[src/rtl/onehot_pkg.sv]
// onehot_pkg: shared constants, FSM state type and the lowest-set-bit
// code function for the one-hot encoder.
//   VEC_W      - event vector width (8)
//   CODE_W     - output code width (4)
//   CODE_NONE  - code emitted for an all-zero vector
//   state_e    - IDLE (nothing pending) / EMIT (codes being emitted)
//   priority_code(v) - 0 if v==0, else index of lowest set bit + 1
package onehot_pkg;

   localparam int VEC_W  = 8;
   localparam int CODE_W = 4;
   localparam logic [CODE_W-1:0] CODE_NONE = 4'd0;

   typedef enum logic {
      IDLE = 1'b0,
      EMIT = 1'b1
   } state_e;

   function automatic logic [CODE_W-1:0] priority_code(input logic [VEC_W-1:0] v);
      logic [CODE_W-1:0] c;
      c = CODE_NONE;
      // Scan high to low so the lowest set bit wins.
      for (int i = VEC_W - 1; i >= 0; i--) begin
         if (v[i]) c = CODE_W'(i + 1);
      end
      return c;
   endfunction

endpackage

[src/rtl/onehot_encoder_prio_enc8.sv]
// prio_enc8: combinational lowest-set-bit encoder.
//   vec_i  - input vector
//   code_o - priority_code(vec_i)
//   rest_o - vec_i with its lowest set bit cleared
module prio_enc8
   import onehot_pkg::*;
(
   input  logic [VEC_W-1:0]  vec_i,
   output logic [CODE_W-1:0] code_o,
   output logic [VEC_W-1:0]  rest_o
);

   assign code_o = priority_code(vec_i);
   // x & (x-1) drops the lowest set bit; zero stays zero.
   assign rest_o = vec_i & (vec_i - VEC_W'(1));

endmodule

[src/rtl/onehot_encoder.sv]
// onehot_encoder: takes an 8-bit event vector and emits the code of each set
// bit, lowest first, one per cycle (bit i -> code i+1, zero vector -> code 0).
//   clk, rst              - clock, async active-high reset
//   in_vec/in_valid       - event vector and its valid (input handshake)
//   in_ready              - block can accept in_vec this cycle
//   out_code/out_valid    - registered code and its valid
//   out_last              - current code is the last for its vector
//   out_ready             - consumer takes out_code this cycle
module onehot_encoder
   import onehot_pkg::*;
(
   input  logic              clk,
   input  logic              rst,
   input  logic [VEC_W-1:0]  in_vec,
   input  logic              in_valid,
   output logic              in_ready,
   output logic [CODE_W-1:0] out_code,
   output logic              out_valid,
   output logic              out_last,
   input  logic              out_ready
);

   state_e            state_q, state_d;
   logic [VEC_W-1:0]  pend_q, pend_d;
   logic [CODE_W-1:0] code_q, code_d;
   logic              valid_q, valid_d;
   logic              last_q, last_d;

   logic              accept, pop;
   logic [VEC_W-1:0]  enc_in, enc_rest;
   logic [CODE_W-1:0] enc_code;

   assign pop      = valid_q && out_ready;
   // A new vector can enter on the same cycle the previous final code leaves.
   assign in_ready = (state_q == IDLE) || (pop && last_q);
   assign accept   = in_valid && in_ready;

   // One encoder shared by both paths: accept and pop-with-pending are
   // exclusive because accept outside IDLE requires pend to be empty.
   assign enc_in = accept ? in_vec : pend_q;

   prio_enc8 u_enc (
      .vec_i  (enc_in),
      .code_o (enc_code),
      .rest_o (enc_rest)
   );

   always_comb begin
      state_d = state_q;
      pend_d  = pend_q;
      code_d  = code_q;
      valid_d = valid_q;
      last_d  = last_q;
      if (accept) begin
         pend_d  = enc_rest;
         code_d  = enc_code;
         last_d  = (enc_rest == '0);
         valid_d = 1'b1;
         state_d = EMIT;
      end else if (pop) begin
         if (pend_q != '0) begin
            pend_d = enc_rest;
            code_d = enc_code;
            last_d = (enc_rest == '0);
         end else begin
            valid_d = 1'b0;
            last_d  = 1'b0;
            state_d = IDLE;
         end
      end
   end

   always_ff @(posedge clk or posedge rst) begin
      if (rst) begin
         state_q <= IDLE;
         pend_q  <= '0;
         code_q  <= CODE_NONE;
         valid_q <= 1'b0;
         last_q  <= 1'b0;
      end else begin
         state_q <= state_d;
         pend_q  <= pend_d;
         code_q  <= code_d;
         valid_q <= valid_d;
         last_q  <= last_d;
      end
   end

   assign out_code  = code_q;
   assign out_valid = valid_q;
   assign out_last  = last_q;

endmodule

[config.mk]
export PLATFORM = sky130hd
export DESIGN_NAME = onehot_encoder
export DESIGN_NICKNAME = d
export VERILOG_FILES = /design/src/rtl/onehot_pkg.sv /design/src/rtl/onehot_encoder_prio_enc8.sv /design/src/rtl/onehot_encoder.sv
export SDC_FILE = /design/constraint.sdc
export NUM_CORES = 1
export LEC_CHECK = 0
export ABC_AREA = 0
export ABC_CLOCK_PERIOD_IN_PS = 3950
export BUFFER_PORTS_ARGS = -buffer_cell sky130_fd_sc_hd__buf_4
export CELL_PAD_IN_SITES_DETAIL_PLACEMENT = 0
export CELL_PAD_IN_SITES_GLOBAL_PLACEMENT = 1
export CORE_MARGIN = 10
export CORE_UTILIZATION = 40
export CTS_CLUSTER_DIAMETER = 50
export DETAILED_ROUTE_END_ITERATION = 8
export PLACE_DENSITY = 0.8
export SKIP_LAST_GASP = 1
export SLEW_MARGIN = 0
export SYNTH_ARGS = -nofsm -noshare
export SYNTH_HDL_FRONTEND = slang
export SYNTH_HIERARCHICAL = 1
export SYNTH_SLANG_ARGS = --single-unit
export TNS_END_PERCENT = 1
[constraint.sdc]
create_clock -name clk -period 3.95 [get_ports clk]
set_clock_uncertainty 0.1 [all_clocks]
set_input_delay 0.79 -clock clk [delete_from_list [all_inputs] [get_ports clk]]
set_output_delay 0.79 -clock clk [all_outputs]
set_load 0.01 [all_outputs]
==> implementation parameters <==
Parameter                              Value

Place
  Worst slack at placement ... ~210 ps
  Number of buffers added on ports ... 18
  Post-place instance area ... ~0.001 sq mm
  Global placement routability congestion ... between 0.8 and 0.9
  DP Wirelength ... around 1.4 mm
  Cell count after placement ... approximately 120

Detailed routing
  Number of search-and-repair iterations in the first detailed-routing pass ... 3
  Average vias per placed instance ... between 5 and 6
  Routed wire length per instance ... approximately 14 um
  Final ANT Viol Nets ... 0
  Total vias in the final route ... approximately 650
  Remaining routing DRC violations ... 0
  Wire length reported by the detailed router ... between 1.5 and 2 mm
  Number of design-rule violations left by the first detailed-router iteration ... 13

Power
  Total internal power ... 0.5171 mW
  Leakage power summed over all cells ... 0.4973 nW
  Sequential fraction of design power ... 0.293
  Total power density per cell area ... roughly 800 mW/mm^2
  Switch share ... 0.3968
  Net switching power ... approximately 0.34 mW
  Worst-case vdd ir drop ... slightly above 0.4 mV
  Fraction of power consumed by the clock network ... 0.123
  Combinational Power Share ... 0.584

Die
  Vertical die dimension ... roughly 66 um
  Site Rows ... 16
  Top Ports ... 19
  Standard cell core area ... around 0.0020 sq mm
  Initial core utilization ... 0.4269
  Overall die width ... between 60 and 70 um
  Die Area ... around 0.0044 sq mm

Yosys
  Number of library cell types mapped by synthesis ... 27
  Number of storage elements in the synthesis netlist ... 14
  Ranking of synthesized cells by area ... sky130_fd_sc_hd__dfrtp_1 (41%), sky130_fd_sc_hd__mux2_2 (26%), sky130_fd_sc_hd__a21oi_1 (2.9%)
  Leading area contributor after synthesis ... sky130_fd_sc_hd__dfrtp_1
  Syn Area/Cell ... 10.55 sq um
  Yosys top cell area share ... 0.4100
  Sequential share of the synthesized area ... 0.4100
  Syn. warnings ... 6
  Gate Count Post-Synth ... 81
  Cell area after synthesis ... around 850 sq um
  Number of nets produced by synthesis ... between 90 and 100

Setup path
  Crit path arrival time ... 3600 ps
  Maximum single-stage delay on the critical path ... 680 ps
  Ordered cell list for the critical path ... buf_4 > nand2_1 > nand2_1 > nand2_1 > mux2_2 > nor3_1 > a31oi_1 > or4_2 > a2111oi_0 > a41oi_1 > nand2_1
  Data required time of the worst path ... 4080 ps
  Crit path capture type ... register
  Worst setup SP type ... input pin
  CP top delay family ... simple AND/OR/NAND/NOR gates
  Buffers and inverters on the worst path ... 1
  Worst setup path category ... input pin to register
  Top fanout value on the critical path ... 8
  Worst path most repeated cell ... sky130_fd_sc_hd__nand2_1
  Cell with the biggest individual delay on the critical path ... sky130_fd_sc_hd__or4_2

STA
  Final setup violation count ... 0
  Unrepaired setup endpoints after global routing ... false
  Final TNS setup ... 0 ps
  Final critical-path required period ... ~3500 ps
  Actual transition at the worst max-transition pin ... around 740 ps
  Relative slew slack ... 0.5065
  Final clock period utilization by the worst path ... 0.8793
  Max Slew Vio Count ... 0
  Achievable Freq ... between 0.2 and 0.3 GHz
  Worst hold margin ... approximately 410 ps
  Number of hold-slack violations in the final timing report ... 0
  Final setup margin ... roughly 480 ps

Cells and area
  Post-route insts no fill ... between 100 and 150
  Area growth syn-to-layout ... 21.82%
  Layout filler cell count ... between 150 and 200
  Post-route standard cell area excluding fillers ... between 0.001 and 0.0015 sq mm
  Total number of nets in the final design ... about 110
  Share of cells above drive strength 1 ... 0.4554
  Antenna cells ... 0

Min path
  Tightest Hold Check Type ... register to register

CTS
  Number of cells upsized or downsized after cts ... 0
  Root buffer cell ... sky130_fd_sc_hd__clkbuf_4
  CTS sink count ... 14
  CTS tree ... built
  Clock-pin slew reported for the worst setup and hold paths after clock tree synthesis ... 90 ps
  H-tree depth reported by CTS ... 1
  Buffer count from post-CTS setup fixing ... 0
  Clock buffers created by TritonCTS ... 3
  Insertion delay of the later-clocked pin in the worst-skew pair ... 280 ps
  Quantity of hold-fixing buffers added after cts ... 0
  Buffers from clock root to sink, at most ... 2

Global routing
  Antenna violations before repair ... 0
  Global Route Usage Sum ... 0.09740
  Wire length of the first global-routing pass ... 3.394 mm
  Sum of overflow across all layers after global routing ... 0
  Pin count of the biggest net entering global routing ... 15
  Vias in the first global route ... about 760

Outcome
  Outcome ... complete, no violations

Flow run
  Max-cap violation count ... 0
state kept, by name, indices dropped and copies added (netlist names):
signal and cells:
out_valid 1, out_last 1, out_code 4, pend_q 8
synth_stat cells (all sizes together):
cell      n
mux2     20
dfrtp    14
inv       6
a21oi     5
nand2     5
nor2      5
nor4      3
and2      2
buf       2
o21a      2
o21ai     2
or4       2
a2111oi   1
a21boi    1
a21o      1
a31oi     1
a32oi     1
a41oi     1
and2b     1
and3      1
conb      1
nand3     1
nor3      1
o31ai     1
or3       1
cell families after synthesis:
logic type             share of synthesized area
other                                   0.004388
multiplexers                              0.2635
buffers and inverters                    0.04832
flip-flops                                0.4100
AND/OR/NAND/NOR                           0.1420
AO/OA/AOI/OAI                             0.1318
power by group through the flow:
stage	combinational, mW	clock, mW	sequential, mW
6_report	0.500	0.105	0.251
5_1_grt	0.567	0.115	0.263
4_1_cts	0.504	0.108	0.251
3_5_place_dp	0.502	0	0.254
3_3_place_gp	0.499	0	0.253
2_1_floorplan	0.378	0	0.256
path summary, 6_finish.rpt:
kind                       cells past startpoint  slack, ps   startpoint     endpoint
max                                           11        480    out_ready     out_last
min                                            1        410  out_code[1]  out_code[1]
max reg2reg                                    9        610    out_valid     out_last
min reg2reg                                    1        410  out_code[1]  out_code[1]
max in group asynchronous                      2       2960          rst    pend_q[0]
min in group asynchronous                      2        440          rst    pend_q[4]
metrics by stage:
step / util / total power [mW]
after floorplan: - / 0.6335
after global placement: 0.5019 / 0.7525
after detailed placement: 0.5019 / 0.7562
after CTS: 0.5200 / 0.8636
after global routing: 0.5200 / 0.9446
final: 0.5200 / 0.8572
cell usage in the layout, fill, tap and decap left out, drive strengths merged:
cell / Yosys / layout
mux2: 20 / 20
buf: 2 / 18
dfrtp: 14 / 14
inv: 6 / 6
a21oi: 5 / 5
nand2: 5 / 5
nor2: 5 / 5
clkbuf: 0 / 4
nor4: 3 / 3
o21ai: 2 / 2
o21a: 2 / 2
and2: 2 / 2
or4: 2 / 2
nand3: 1 / 1
a21o: 1 / 1
a32oi: 1 / 1
and2b: 1 / 1
a2111oi: 1 / 1
a41oi: 1 / 1
or3: 1 / 1
o31ai: 1 / 1
nor3: 1 / 1
a31oi: 1 / 1
and3: 1 / 1
a21boi: 1 / 1
conb: 1 / 1
cell type report:
type                    instances  area (sq um)  share of cell area
well taps                      27         33.78             0.03245
multi-input cells              59         462.9              0.4447
clock buffers                   4         36.28             0.03486
inverters                       6         22.52             0.02163
flip-flops and latches         14         350.3              0.3365
repair buffers                 18         135.1              0.1298
metal layers:
| layer | vias up | GRT usage | share of wire |
|---|---|---|---|
| li1 | 332 | - | - |
| met1 | 306 | 0.1089 | 0.47 |
| met2 | 14 | 0.1555 | 0.45 |
| met3 | 2 | 0.04068 | 0.069 |
| met4 | 0 | 0.04712 | 0.0087 |
| met5 | - | 0 | 0 |
(Power assumes the default switching activity.)
